<file path="src/rtl/pong_pkg.sv">
`default_nettype none
// +----------------------------------------------------------------------+
// | Module   : pong_pkg                                                  |
// | Purpose  : Shared encodings for the pong game-flow controller: game  |
// |            states, update-sequencer states, side constants, score    |
// |            width and a saturating score increment helper.            |
// | Revision : 1.0  initial release                                      |
// +----------------------------------------------------------------------+
package pong_pkg;

  localparam int unsigned SCORE_W = 4;

  localparam logic SIDE_A = 1'b0;
  localparam logic SIDE_B = 1'b1;

  typedef enum logic [1:0] {
    GAME_WAIT  = 2'd0,
    GAME_PLAY  = 2'd1,
    GAME_POINT = 2'd2,
    GAME_OVER  = 2'd3
  } game_e;

  typedef enum logic [2:0] {
    SEQ_IDLE = 3'd0,
    SEQ_PAD  = 3'd1,
    SEQ_BALL = 3'd2,
    SEQ_CHK  = 3'd3,
    SEQ_RES  = 3'd4
  } seq_e;

  // Score increment that sticks at the limit instead of wrapping.
  function automatic logic [SCORE_W-1:0] sat_inc(input logic [SCORE_W-1:0] v,
                                                 input logic [SCORE_W-1:0] lim);
    return (v >= lim) ? lim : v + 1'b1;
  endfunction

endpackage
`default_nettype wire

</file>
<file path="src/rtl/pong_btn_edge.sv">
`default_nettype none
// +----------------------------------------------------------------------+
// | Module   : pong_btn_edge                                             |
// | Purpose  : Two-flop synchroniser for an asynchronous push button     |
// |            followed by a registered rising-edge detector. A press    |
// |            yields exactly one 1-cycle pulse, 3 cycles after the pin  |
// |            rises; holding the button gives no further pulses.        |
// | Ports    : clk     - system clock                                    |
// |            rst_n   - synchronous active-low reset                    |
// |            i_btn   - raw asynchronous button pin                     |
// |            o_pulse - one-cycle press pulse                           |
// | Revision : 1.0  initial release                                      |
// +----------------------------------------------------------------------+
module pong_btn_edge (
  input  logic clk,
  input  logic rst_n,
  input  logic i_btn,
  output logic o_pulse
);

  logic sync1_q, sync1_d;
  logic sync2_q, sync2_d;
  logic sync3_q, sync3_d;  // previous synchronised level, for edge detect
  logic pulse_q, pulse_d;

  always_comb begin
    sync1_d = i_btn;
    sync2_d = sync1_q;
    sync3_d = sync2_q;
    pulse_d = sync2_q & ~sync3_q;
  end

  always_ff @(posedge clk) begin
    if (!rst_n) begin
      sync1_q <= 1'b0;
      sync2_q <= 1'b0;
      sync3_q <= 1'b0;
      pulse_q <= 1'b0;
    end else begin
      sync1_q <= sync1_d;
      sync2_q <= sync2_d;
      sync3_q <= sync3_d;
      pulse_q <= pulse_d;
    end
  end

  assign o_pulse = pulse_q;

endmodule
`default_nettype wire

</file>
<file path="src/rtl/pong_game_ctrl.sv">
`default_nettype none
// +----------------------------------------------------------------------+
// | Module   : pong_game_ctrl                                            |
// | Purpose  : Pong game-flow controller. Derives a frame tick from the  |
// |            VGA counters, runs the PAD/BALL/CHK/RES update sequence   |
// |            during blanking, and owns the WAIT/PLAY/POINT/OVER state  |
// |            machine, scores and status LEDs.                          |
// | Ports    : CLK, RST (sync, active-low)                               |
// |            H_CNT, V_CNT       - VGA position counters                |
// |            Button_A, Button_B - asynchronous player buttons          |
// |            MISS_A, MISS_B     - edge-miss flags, sampled in RES      |
// |            PAD_STB, BALL_STB, CHK_STB - one-cycle datapath strobes   |
// |            BALL_RST, BALL_DIR - ball hold / serve direction          |
// |            SCORE_A, SCORE_B   - scores                               |
// |            LED                - [0] A serves [1] B serves            |
// |                                 [2] PLAY [3] OVER blink              |
// | Revision : 1.0  initial release                                      |
// +----------------------------------------------------------------------+
module pong_game_ctrl
  import pong_pkg::*;
#(
  parameter logic [10:0]        SCR_H        = 11'd20,
  parameter logic [7:0]         POINT_FRAMES = 8'd60,
  parameter logic [SCORE_W-1:0] WIN_SCORE    = 4'd9,
  parameter int unsigned        BLINK_LOG2   = 4
) (
  input  logic               CLK,
  input  logic               RST,
  input  logic [10:0]        H_CNT,
  input  logic [10:0]        V_CNT,
  input  logic               Button_A,
  input  logic               Button_B,
  input  logic               MISS_A,
  input  logic               MISS_B,
  output logic               PAD_STB,
  output logic               BALL_STB,
  output logic               CHK_STB,
  output logic               BALL_RST,
  output logic               BALL_DIR,
  output logic [SCORE_W-1:0] SCORE_A,
  output logic [SCORE_W-1:0] SCORE_B,
  output logic [3:0]         LED
);

  logic btn_a, btn_b;

  pong_btn_edge u_btn_a (.clk(CLK), .rst_n(RST), .i_btn(Button_A), .o_pulse(btn_a));
  pong_btn_edge u_btn_b (.clk(CLK), .rst_n(RST), .i_btn(Button_B), .o_pulse(btn_b));

  logic                  tick_q, tick_d;
  seq_e                  seq_q, seq_d;
  game_e                 game_q, game_d;
  logic                  server_q, server_d;
  logic [SCORE_W-1:0]    score_a_q, score_a_d;
  logic [SCORE_W-1:0]    score_b_q, score_b_d;
  logic [7:0]            frame_q, frame_d;
  logic [BLINK_LOG2-1:0] blink_cnt_q, blink_cnt_d;
  logic                  blink_q, blink_d;
  logic                  pad_stb_q, pad_stb_d;
  logic                  ball_stb_q, ball_stb_d;
  logic                  chk_stb_q, chk_stb_d;
  logic                  ball_rst_q, ball_rst_d;
  logic                  ball_dir_q, ball_dir_d;
  logic [3:0]            led_q, led_d;

  logic is_res;
  logic server_press;

  always_comb begin
    tick_d       = (V_CNT == SCR_H) && (H_CNT == '0);
    is_res       = (seq_q == SEQ_RES);
    server_press = (server_q == SIDE_A) ? btn_a : btn_b;

    // Update sequencer: ticks arriving mid-sequence are dropped.
    seq_d = SEQ_IDLE;
    case (seq_q)
      SEQ_IDLE: seq_d = tick_q ? SEQ_PAD : SEQ_IDLE;
      SEQ_PAD:  seq_d = SEQ_BALL;
      SEQ_BALL: seq_d = SEQ_CHK;
      SEQ_CHK:  seq_d = SEQ_RES;
      default:  seq_d = SEQ_IDLE;
    endcase

    game_d      = game_q;
    server_d    = server_q;
    score_a_d   = score_a_q;
    score_b_d   = score_b_q;
    frame_d     = frame_q;
    ball_dir_d  = ball_dir_q;
    // Blink phase only runs while OVER, so it always starts dark.
    blink_cnt_d = (game_q == GAME_OVER) ? blink_cnt_q : '0;
    blink_d     = (game_q == GAME_OVER) ? blink_q : 1'b0;

    case (game_q)
      GAME_WAIT: begin
        if (server_press) begin
          game_d     = GAME_PLAY;
          ball_dir_d = ~server_q;
        end
      end
      GAME_PLAY: begin
        if (is_res && (MISS_A || MISS_B)) begin
          game_d  = GAME_POINT;
          frame_d = '0;
          if (MISS_A && !MISS_B) begin
            score_b_d = sat_inc(score_b_q, WIN_SCORE);
            server_d  = SIDE_A;
          end else if (MISS_B && !MISS_A) begin
            score_a_d = sat_inc(score_a_q, WIN_SCORE);
            server_d  = SIDE_B;
          end
        end
      end
      GAME_POINT: begin
        if (is_res) begin
          if (frame_q == POINT_FRAMES - 8'd1) begin
            frame_d = '0;
            game_d  = ((score_a_q == WIN_SCORE) || (score_b_q == WIN_SCORE))
                      ? GAME_OVER : GAME_WAIT;
          end else begin
            frame_d = frame_q + 8'd1;
          end
        end
      end
      default: begin  // GAME_OVER
        if (btn_a || btn_b) begin
          game_d    = GAME_WAIT;
          score_a_d = '0;
          score_b_d = '0;
          server_d  = SIDE_A;
        end else if (is_res) begin
          blink_cnt_d = blink_cnt_q + 1'b1;
          if (blink_cnt_q == '1) begin
            blink_d = ~blink_q;
          end
        end
      end
    endcase

    // Outputs are registered from next-state so they line up with state.
    pad_stb_d  = (seq_d == SEQ_PAD);
    ball_stb_d = (seq_d == SEQ_BALL) && (game_d == GAME_PLAY);
    chk_stb_d  = (seq_d == SEQ_CHK)  && (game_d == GAME_PLAY);
    ball_rst_d = (game_d != GAME_PLAY);
    led_d      = 4'b0000;
    if ((game_d == GAME_WAIT) || (game_d == GAME_POINT)) begin
      led_d[1:0] = (server_d == SIDE_A) ? 2'b01 : 2'b10;
    end
    led_d[2] = (game_d == GAME_PLAY);
    led_d[3] = (game_d == GAME_OVER) && blink_d;
  end

  always_ff @(posedge CLK) begin
    if (!RST) begin
      tick_q      <= 1'b0;
      seq_q       <= SEQ_IDLE;
      game_q      <= GAME_WAIT;
      server_q    <= SIDE_A;
      score_a_q   <= '0;
      score_b_q   <= '0;
      frame_q     <= '0;
      blink_cnt_q <= '0;
      blink_q     <= 1'b0;
      pad_stb_q   <= 1'b0;
      ball_stb_q  <= 1'b0;
      chk_stb_q   <= 1'b0;
      ball_rst_q  <= 1'b1;
      ball_dir_q  <= 1'b1;
      led_q       <= 4'b0001;
    end else begin
      tick_q      <= tick_d;
      seq_q       <= seq_d;
      game_q      <= game_d;
      server_q    <= server_d;
      score_a_q   <= score_a_d;
      score_b_q   <= score_b_d;
      frame_q     <= frame_d;
      blink_cnt_q <= blink_cnt_d;
      blink_q     <= blink_d;
      pad_stb_q   <= pad_stb_d;
      ball_stb_q  <= ball_stb_d;
      chk_stb_q   <= chk_stb_d;
      ball_rst_q  <= ball_rst_d;
      ball_dir_q  <= ball_dir_d;
      led_q       <= led_d;
    end
  end

  assign PAD_STB  = pad_stb_q;
  assign BALL_STB = ball_stb_q;
  assign CHK_STB  = chk_stb_q;
  assign BALL_RST = ball_rst_q;
  assign BALL_DIR = ball_dir_q;
  assign SCORE_A  = score_a_q;
  assign SCORE_B  = score_b_q;
  assign LED      = led_q;

endmodule
`default_nettype wire
</file>
<file path="config.mk">
export PLATFORM = sky130hd
export DESIGN_NAME = pong_game_ctrl
export DESIGN_NICKNAME = d
export VERILOG_FILES = /design/src/rtl/pong_pkg.sv /design/src/rtl/pong_btn_edge.sv /design/src/rtl/pong_game_ctrl.sv
export SDC_FILE = /design/constraint.sdc
export NUM_CORES = 1
export LEC_CHECK = 0
export ABC_AREA = 1
export ABC_CLOCK_PERIOD_IN_PS = 1400
export BUFFER_PORTS_ARGS = -buffer_cell sky130_fd_sc_hd__buf_2
export CORE_MARGIN = 5
export CORE_UTILIZATION = 35
export CTS_CLUSTER_DIAMETER = 80
export CTS_CLUSTER_SIZE = 20
export DETAILED_ROUTE_END_ITERATION = 7
export GPL_ROUTABILITY_DRIVEN = 0
export PLACE_DENSITY = 0.56
export SLEW_MARGIN = 20
export SYNTH_ARGS = -nofsm -noshare
export SYNTH_HDL_FRONTEND = slang
export SYNTH_HIERARCHICAL = 1
export SYNTH_SLANG_ARGS = --single-unit
</file>
<file path="constraint.sdc">
create_clock -name CLK -period 1.4 [get_ports CLK]
set_clock_uncertainty 0.05 [all_clocks]
set_input_delay 0.28 -clock CLK [delete_from_list [all_inputs] [get_ports CLK]]
set_output_delay 0.28 -clock CLK [all_outputs]
set_load 0.05 [all_outputs]
</file>
Yosys cells after proc, flatten, opt, wreduce, memory -nomap -nowiden
Cells that the tools add are included.
Word-level totals
  output and inout port bits: 17
  register bits after elaboration: 45
  bits of input ports: 28
Operators by class
  mux-type cells: 40
  eq/ne operators: 24
  reductions and logical operators: 26
  bitwise operators: 7
  $lt $le $gt $ge: 2
  add/subtract/negate cells: 4
Operator list (number)
  2-to-1 mux 4 bit: 12
  2-to-1 mux 8 bit: 3
  one-hot mux 4 bit (2 select lines): 2
  one-hot mux 8 bit (2 select lines): 1
  2-to-1 mux 2 bit: 7
  adder 4 x 1 -> 4 bit, second input constant: 3
  equality test 3 x 2 -> 1 bit, second input constant: 4
  equality test 4 bit, second input constant: 3
  2-to-1 mux 1 bit: 12
  one-hot mux 3 bit (4 select lines): 1
  equality test 11 x 5 -> 1 bit, second input constant: 1
  zero test 11 bit: 1
  inequality test 2 bit, second input constant: 5
  adder 8 x 1 -> 8 bit, second input constant: 1
  equality test 2 bit, second input constant: 4
  equality test 8 x 6 -> 1 bit, second input constant: 1
  >= comparator 4 bit, second input constant: 2
  logical AND 1 bit: 7
  equality test 3 x 1 -> 1 bit, second input constant: 2
  one-hot mux 2 bit (3 select lines): 1
  inverter 1 bit: 5
  AND reduction 5 bit: 1
  equality test 2 x 1 -> 1 bit, second input constant: 2
  zero test 2 bit: 2
  other kinds (13): 20

Depth between registers and ports, before layout
Gate-level depths: netlist (run 1).
  depth after elaboration: 9
  mapped depth: 10
  gate-level depth less buffers: 10

Cells and area by module
Netlist (run 1), hierarchy kept.
Modules (own cells, without submodules)
  pong_game_ctrl: area each 1870.5 um2, cells an instance 271, seq. area each 740.7 um2, instances 1
  pong_btn_edge: area each 108.9 um2, cells an instance 11, seq. area each 80.1 um2, instances 2

Worst setup path before layout (run 1)
Ideal clock, no wire load.
  kind: flip-flop to flip-flop
  start point: register score_a_q[1], in the netlist SCORE_A[1]
  end point: register chk_stb_q, in the netlist CHK_STB
  path buffers: 0
  data arrival time: 1606 ps
  stages on the path, launching flop included: 10
  clock period less this slack: 1720 ps
  data required time: 1286 ps
  path slack: -320 ps
  path through: dfxtp_1 inv_1 ha_1 nand3_1 nand2_1 nor2_1 nor2_1 nor2_2 nand3_2 nor2_1
On the way
  cells in the longest elaborated chain, start to end: 8
RTL lines
  from (decl): line pong_game_ctrl.sv:54  | logic [SCORE_W-1:0] score_a_q, score_a_d;
  from (signal assigned): line pong_game_ctrl.sv:175  | score_a_q <= score_a_d;
  equality test 4 bit: line pong_game_ctrl.sv:118  | game_d = ((score_a_q == WIN_SCORE) || (score_b_q == WIN_SCORE))
  logical OR 1 bit: line pong_game_ctrl.sv:118
  2-to-1 mux 2 bit: line pong_game_ctrl.sv:119  | ? GAME_OVER : GAME_WAIT;
  2-to-1 mux 2 bit: line pong_game_ctrl.sv:116  | if (frame_q == POINT_FRAMES - 8'd1) begin
  2-to-1 mux 2 bit: line pong_game_ctrl.sv:115  | if (is_res) begin
  one-hot mux 2 bit (3 select lines): line pong_game_ctrl.sv:94  | case (game_q)
  equality test 2 x 1 -> 1 bit: line pong_game_ctrl.sv:143  | chk_stb_d = (seq_d == SEQ_CHK) && (game_d == GAME_PLAY);
  logical AND 1 bit: line pong_game_ctrl.sv:143
  to (signal assigned): line pong_game_ctrl.sv:182  | chk_stb_q <= chk_stb_d;
  to (decl): line pong_game_ctrl.sv:61  | logic chk_stb_q, chk_stb_d;
Every way passes these cells.
A chain may end at the register's enable or synchronous reset.

Worst setup path after layout (run 1)
  start point: register seq_q[0]
  end point: register led_q[2], in the netlist LED[2]
On the way
  cells in the longest elaborated chain, start to end: 5
  elaborated cells between the ends (all ways): 6
  classes of those cells: 2 x eq/ne; 3 x mux; 1 x reduce/logical
RTL lines
  from (decl): line pong_game_ctrl.sv:51  | seq_e seq_q, seq_d;
  from (signal assigned): line pong_game_ctrl.sv:172  | seq_q <= seq_d;
  equality test 3 bit (*): line pong_game_ctrl.sv:71  | is_res = (seq_q == SEQ_RES);
  logical AND 1 bit: line pong_game_ctrl.sv:102  | if (is_res && (MISS_A || MISS_B)) begin
  2-to-1 mux 2 bit: line pong_game_ctrl.sv:102
  one-hot mux 2 bit (3 select lines) (*): line pong_game_ctrl.sv:94
  equality test 2 x 1 -> 1 bit (*): line pong_game_ctrl.sv:149  | led_d[2] = (game_d == GAME_PLAY);
  to (signal assigned): line pong_game_ctrl.sv:185  | led_q <= led_d;
  to (decl): line pong_game_ctrl.sv:64  | logic [3:0] led_q, led_d;
Every way passes the cells marked *; elsewhere a longest branch is shown, timed or not.

==> out/qor.yml, run 1 <==
outcome:
  status: "complete, but fails checks"
  violations: "negative setup slack"
routing:
  vias: 2031
  ant_nets: 0
  wl_per_cell_um: 10.69
  wl_met3_um: 242
  wl_met1_um: 2169
  initialDrtViolationCount: 57
  avgViaCountPerCell: 4.533
  wl_met2_um: 2316
  drc_errors: 0
  dr.max_layer_used: "met4"
  drt_wl_total_um: 4790
  drtPass1Iterations: 4
timing:
  tightest_slew_ns: 0.3555
  fin_crit_sh_pct: 100.0
  rsz0062_at_grt: "true"
  hold_viol_final: 0
  max_freq_mhz: 714.0
  setup_slack_ns: -0.0005506
  setup_violations: 1
  relSlewSlack_pct: 76.05
  slew_violations: 0
  finalCriticalPeriod_ns: 1.401
cts:
  path_clk_slew_ns: 0.08
  ctsHoldBuffers: 0
  cts.sinks: 45
  cts_buffer_depth: 2
  cts-root-buf: "clkbuf_8"
  cts_max_level: 2
  clk_latency_ns: 0.29
  numCtsBuffers: 5
  cts_tree: "built"
layout:
  diodes: 0
  stdcell_count: 448
  syn_to_final_growth_pct: 41.70
  drive_above_1_share_pct: 40.21
  nets: 408
placement:
  post-place-ws_ns: -0.07007
  dp_hpwl_um: 3606
  io_buffers: 44
  dp_cells: 435
yosys:
  postSynthAreaPerCell_um2: 7.127
  synth_ff_type: "dfxtp_1"
  synth_top_cell_by_area: "dfxtp_1"
  syn_nets: 329
  synth_commonest_cells: "60 x nand2_1, 46 x inv_1, 45 x dfxtp_1, 44 x nor2_1, 16 x nand3_1"
  yosysWarnings: 6
  synth-edff-count: 0
  synth_cell_types: 27
  synth_area_um2: 2088
  async_flop_share_pct: 0
  yosysTopAreaCellShare_pct: 43.14
  synth_cells: 293
  synth.most_common_cell: "nand2_1"
  synth.area.top_cells: "dfxtp_1 43%, nand2_1 11%, inv_1 8.3%"
  synth-seq-area-share_pct: 43.14
  synth.ff_latch_count: 45
job:
  maxCapViolCount: 0
floorplanning:
  dieHeight_um: 87.24
  rows: 28
  core_um2: 5851
  dieArea_um2: 7611
  initial_core_util_pct: 35.69
  die_x_um: 87.24
  pin_count: 45
worst_setup_path:
  worst-setup-path-type: "register to register"
  end_kind: "register"
  arrival_ns: 1.54
  crit_fanout: 4
  cp_data_required_time_ns: 1.54
  cp-start-kind: "register"
global_route:
  grt_pass1_wl_um: 8383
  grt_usage_pct: 13.65
  antenna_found_initial: 0
  grt_max_degree: 15
  grt_pass1_vias: 1961
  grt_overflow_total: 0
power_and_ir_drop:
  leakage_nw: 1.344
  power.density_nw_per_um2: 838.0
  ir_drop_mv: 0.4366
min_path:
  min_path_type: "input pin to register"
-- report_power, final --
group | switching (mW) | leakage (nW) | internal, mW
clock | 0.412 | 0.0566 | 0.510
combinational | 0.147 | 0.915 | 0.105
sequential | 0.0125 | 0.372 | 1.29
total | 0.572 | 1.34 | 1.91
-- flip-flops by register name, summed over array words and instances (netlist names), 2 cells and up --
register	cells
game_q	2
seq_q	3
blink_cnt_q	4
SCORE_A	4
SCORE_B	4
frame_q	8
LED	4
-- final cells by class --
| class | count | area (µm²) |
|---|---|---|
| Timing Repair Buffer | 73 | 457.9 |
| Tap cell | 75 | 93.84 |
| Inverter | 51 | 198.9 |
| Multi-Input combinational cell | 196 | 1170 |
| Clock buffer | 8 | 111.4 |
| Fill cell | 587 | 2892 |
| Sequential cell | 45 | 927.1 |
-- through the flow --
stage	setup TNS, ns	hold WS, ns	area (µm²)	util (%)	power, mW
2_1_floorplan	-0.002140	0.3235	2107	-	1.443
3_3_place_gp	-0.1522	0.3377	2603	44.48	1.531
3_5_place_dp	-0.2988	0.3403	2603	44.48	1.532
4_1_cts	-0.2519	0.1042	2748	46.96	2.476
5_1_grt	-1.243	0.09796	2959	50.58	2.611
6_report	-0.0005506	0.1135	2959	50.58	2.480
-- repair_timing --
| action | 4_1_cts | 5_1_grt |
|---|---|---|
| setup endpoints to repair | 16 | 31 |
| buffers inserted | 0 | 5 |
| hold endpoints to repair | 0 | 0 |
| pin swaps | 3 | 13 |
| resized for setup | 8 | 60 |
-- kinds of logic after synthesis --
kind of cell             synth area share (%)
AND/OR/NAND/NOR                         33.07
buffers and inverters                   9.706
flip-flops                              43.14
AO/OA/AOI/OAI                           8.867
adder cells (fa/ha/maj)                 4.793
XOR/XNOR                               0.4195
-- placed cells by master, fill, tap and decap left out, drive strengths merged --
master   n
nor4     5
or2      2
a21o     1
nor3     5
o21ai   16
dfxtp   45
o211ai   2
nor3b    3
xor2     1
clkbuf   8
nor2    48
buf     73
clkinv   1
ha       8
inv     50
nand3   18
a21oi   15
and2     1
nand4    6
nand2   64
a31oi    1
-- per-layer routing --
layer  vias up  track usage (%)
met4         0            4.184
li1       1093                -
met5         -                0
met1       895            16.55
met2        38            23.63
met3         5            3.406
-- worst max-delay path, cell delays in order (launching register included) --
cell and delay, ns:
dfxtp_2 0.34, inv_2 0.05, nand2_2 0.06, nor2_4 0.20, nand2_2 0.10, nand2_4 0.11, nand4_1 0.20, nand3_2 0.15
inv_1 0.04
-- final timing paths --
check                              from                          to  slack (ns)  cells past startpoint
max                 seq_q[0]$_SDFF_PN0_           LED[2]$_SDFF_PN0_     -0.0006                      8
min                            Button_B  u_btn_b/sync1_q$_SDFF_PN0_        0.11                      3
min reg2reg  u_btn_a/sync3_q$_SDFF_PN0_  u_btn_a/o_pulse$_SDFF_PN0_        0.35                      1
max reg2reg         seq_q[0]$_SDFF_PN0_           LED[2]$_SDFF_PN0_     -0.0006                      8
Power figures use the tool's default switching activity.
==> run 2: changes to the inputs <==
Settings changed: SKIP_LAST_GASP set to 1.
==> run 2 against run 1 <==
Fmax decreased by 0.21%. Cell count unchanged. Clock power about the same. The run still ends with negative setup slack left. Sequential share of layout area increased by 0.16 points. Largest power group unchanged. Flip-flop and latch count unchanged. First-iteration DRC count decreased by 8.8%. Die area unchanged. Highest routed layer unchanged. Wire length unchanged. Power decreased by 0.20%. Critical path depth unchanged. Core utilization decreased by 0.26 points.
==> out/qor.yml, run 2 (synthesis results as in run 1) <==
outcome:
  status: "complete, but fails checks"
  violations: "negative setup slack"
layout:
  drive_above_1_share_pct: 39.41  # -0.80 points
  top_register: "frame_q"
  largest_reg_flops: 8  # unchanged
  layout_commonest_cell: "nand2_1"
  nets: 408  # unchanged
  diodes: 0  # unchanged
  syn_to_final_growth_pct: 40.98
  layout.cells.most_common_list: "51 x nand2_1, 44 x buf_2, 41 x inv_1"
global_route:
  grt_pass1_wl_um: 8383  # unchanged
  grt_overflow_total: 0  # unchanged
  grt_usage_pct: 13.65  # unchanged
  grt_max_degree: 15  # unchanged
  antenna_found_initial: 0  # unchanged
  grt_pass1_vias: 1959  # -0.10%
routing:
  drt_wl_total_um: 4790  # unchanged
  initialDrtViolationCount: 52  # -8.8%
  drc_errors: 0  # unchanged
  wl_per_cell_um: 10.69  # unchanged
  avgViaCountPerCell: 4.527  # -0.15%
  vias: 2028  # -0.15%
  ant_nets: 0  # unchanged
  drtPass1Iterations: 4  # unchanged
floorplanning:
  core_um2: 5851  # unchanged
  initial_core_util_pct: 35.69  # unchanged
  pin_count: 45  # unchanged
  dieHeight_um: 87.24  # unchanged
  dieArea_um2: 7611  # unchanged
  rows: 28  # unchanged
  die_x_um: 87.24  # unchanged
cts:
  cts_max_level: 2  # unchanged
  cts_buffer_depth: 2  # unchanged
  cts-root-buf: "clkbuf_8"
  path_clk_slew_ns: 0.08  # about the same
  cts.sinks: 45  # unchanged
  ctsHoldBuffers: 0  # unchanged
  cts_tree: "built"
  clk_latency_ns: 0.29  # about the same
  numCtsBuffers: 5  # unchanged
power_and_ir_drop:
  leakage_nw: 1.339  # -0.34%
  finalPower_mw: 2.475  # -0.20%
  power.density_nw_per_um2: 840.6  # +0.31%
  ir_drop_mv: 0.4372  # +0.14%
worst_setup_path:
  reg2reg_depth: 8  # unchanged
  endpoint: "CHK_STB$_SDFF_PN0_"
  arrival_ns: 1.55  # about the same
  reg2reg_to: "CHK_STB$_SDFF_PN0_"
  r2r_start: "seq_q[0]$_SDFF_PN0_"
  cp_cell_sequence: "inv_2, nand2_2, nor2_4, nand2_2, nand2_4, nand4_1, nand3_2, nor2_1"
  worst-setup-path-type: "register to register"
  crit_start: "seq_q[0]$_SDFF_PN0_"
  rrSetupSlack_ns: -0.003  # about the same
  crit_top_cell: "nand2_2"
  end_kind: "register"
  crit_slowest_cell: "dfxtp_2"
  max_stage_delay_ns: 0.34  # about the same
  cp-start-kind: "register"
  crit_fanout: 4  # unchanged
  cp_data_required_time_ns: 1.54  # about the same
timing:
  rsz0062_at_grt: "true"
  relSlewSlack_pct: 70.53  # -5.5 points
  tns_ns: -0.003466  # -0.002916 ns
  max_freq_mhz: 712.5  # -0.21%
  setup_slack_ns: -0.003466  # -0.002916 ns
  slew_violations: 0  # unchanged
  fin_crit_sh_pct: 100.2  # +0.21 points
  whs_ns: 0.1139  # +0.0003540 ns
  setup_violations: 1  # unchanged
  tightest_slew_ns: 0.4374  # +0.08183 ns
  hold_viol_final: 0  # unchanged
  finalCriticalPeriod_ns: 1.403  # +0.002916 ns
placement:
  dp_hpwl_um: 3606  # unchanged
  io_buffers: 44  # unchanged
  post-place-ws_ns: -0.07007  # unchanged
job:
  maxCapViolCount: 0  # unchanged
min_path:
  min_path_type: "input pin to register"
==> run 2: cell types whose count changed in the layout (fill, tap and decap cells not counted) <==
cell / change
a21oi_1: +1
a21oi_2: -1
buf_4: +2
buf_6: -2
nand3_1: -1
nand3_2: +1
nor2_1: +2
nor2_2: -2
o21ai_1: +1
o21ai_2: -1
==> run 2: power breakdown <==
part	internal [mW]	switching (mW)	total [mW]
clock network	0.510	0.414	0.924
logic	0.101	0.145	0.245
registers	1.29	0.0125	1.31
==> run 2: area by class of cell <==
class                      instances  area [µm²]
timing repair buffer              73       450.4
fill                             591        2907
tap                               75       93.84
inverter                          51       198.9
clock buffer                       8       111.4
sequential                        45       927.1
multi-input combinational        196        1162
==> run 2: routing by layer <==
layer / GRT usage (%) / routed length (µm)
met4: 4.184 / 62
met5: 0 / 0
met1: 16.55 / 2180
met2: 23.63 / 2304
met3: 3.406 / 242
==> run 2: worst max-delay path: cells and delay by family, from the launching register on <==
| family | cells | cell delay (ns) |
|---|---|---|
| and+or+nand+nor | 7 | 0.87 |
| DFF | 1 | 0.34 |
| buffers and inverters | 1 | 0.05 |
==> run 2: worst min path at each step <==
stage                                       endpoint                       start  slack, ns  depth (start not counted)
final                     u_btn_b/sync1_q$_SDFF_PN0_                    Button_B       0.11                          3
after global routing      u_btn_a/sync1_q$_SDFF_PN0_                    Button_A        0.1                          3
after CTS                 u_btn_b/sync1_q$_SDFF_PN0_                    Button_B       0.10                          3
after detailed placement  u_btn_a/o_pulse$_SDFF_PN0_  u_btn_a/sync3_q$_SDFF_PN0_       0.34                          1
after global placement    u_btn_a/o_pulse$_SDFF_PN0_  u_btn_a/sync3_q$_SDFF_PN0_       0.34                          1
after floorplan           u_btn_a/sync1_q$_SDFF_PN0_                         RST       0.32                          2
==> run 2: through the flow <==
step	instance area, µm²	std cells	util, %
finish	2944	448	50.32
global placement	2603	435	44.48
floorplan	2107	293	-
detailed placement	2603	435	44.48
global route	2944	448	50.32
CTS	2739	443	46.81
==> run 2: repair_timing <==
action / 4_1_cts / 5_1_grt
setup endpoints to repair: 16 / 31
pin swaps: 2 / 16
setup buffers: 0 / 5
resized for setup: 5 / 58
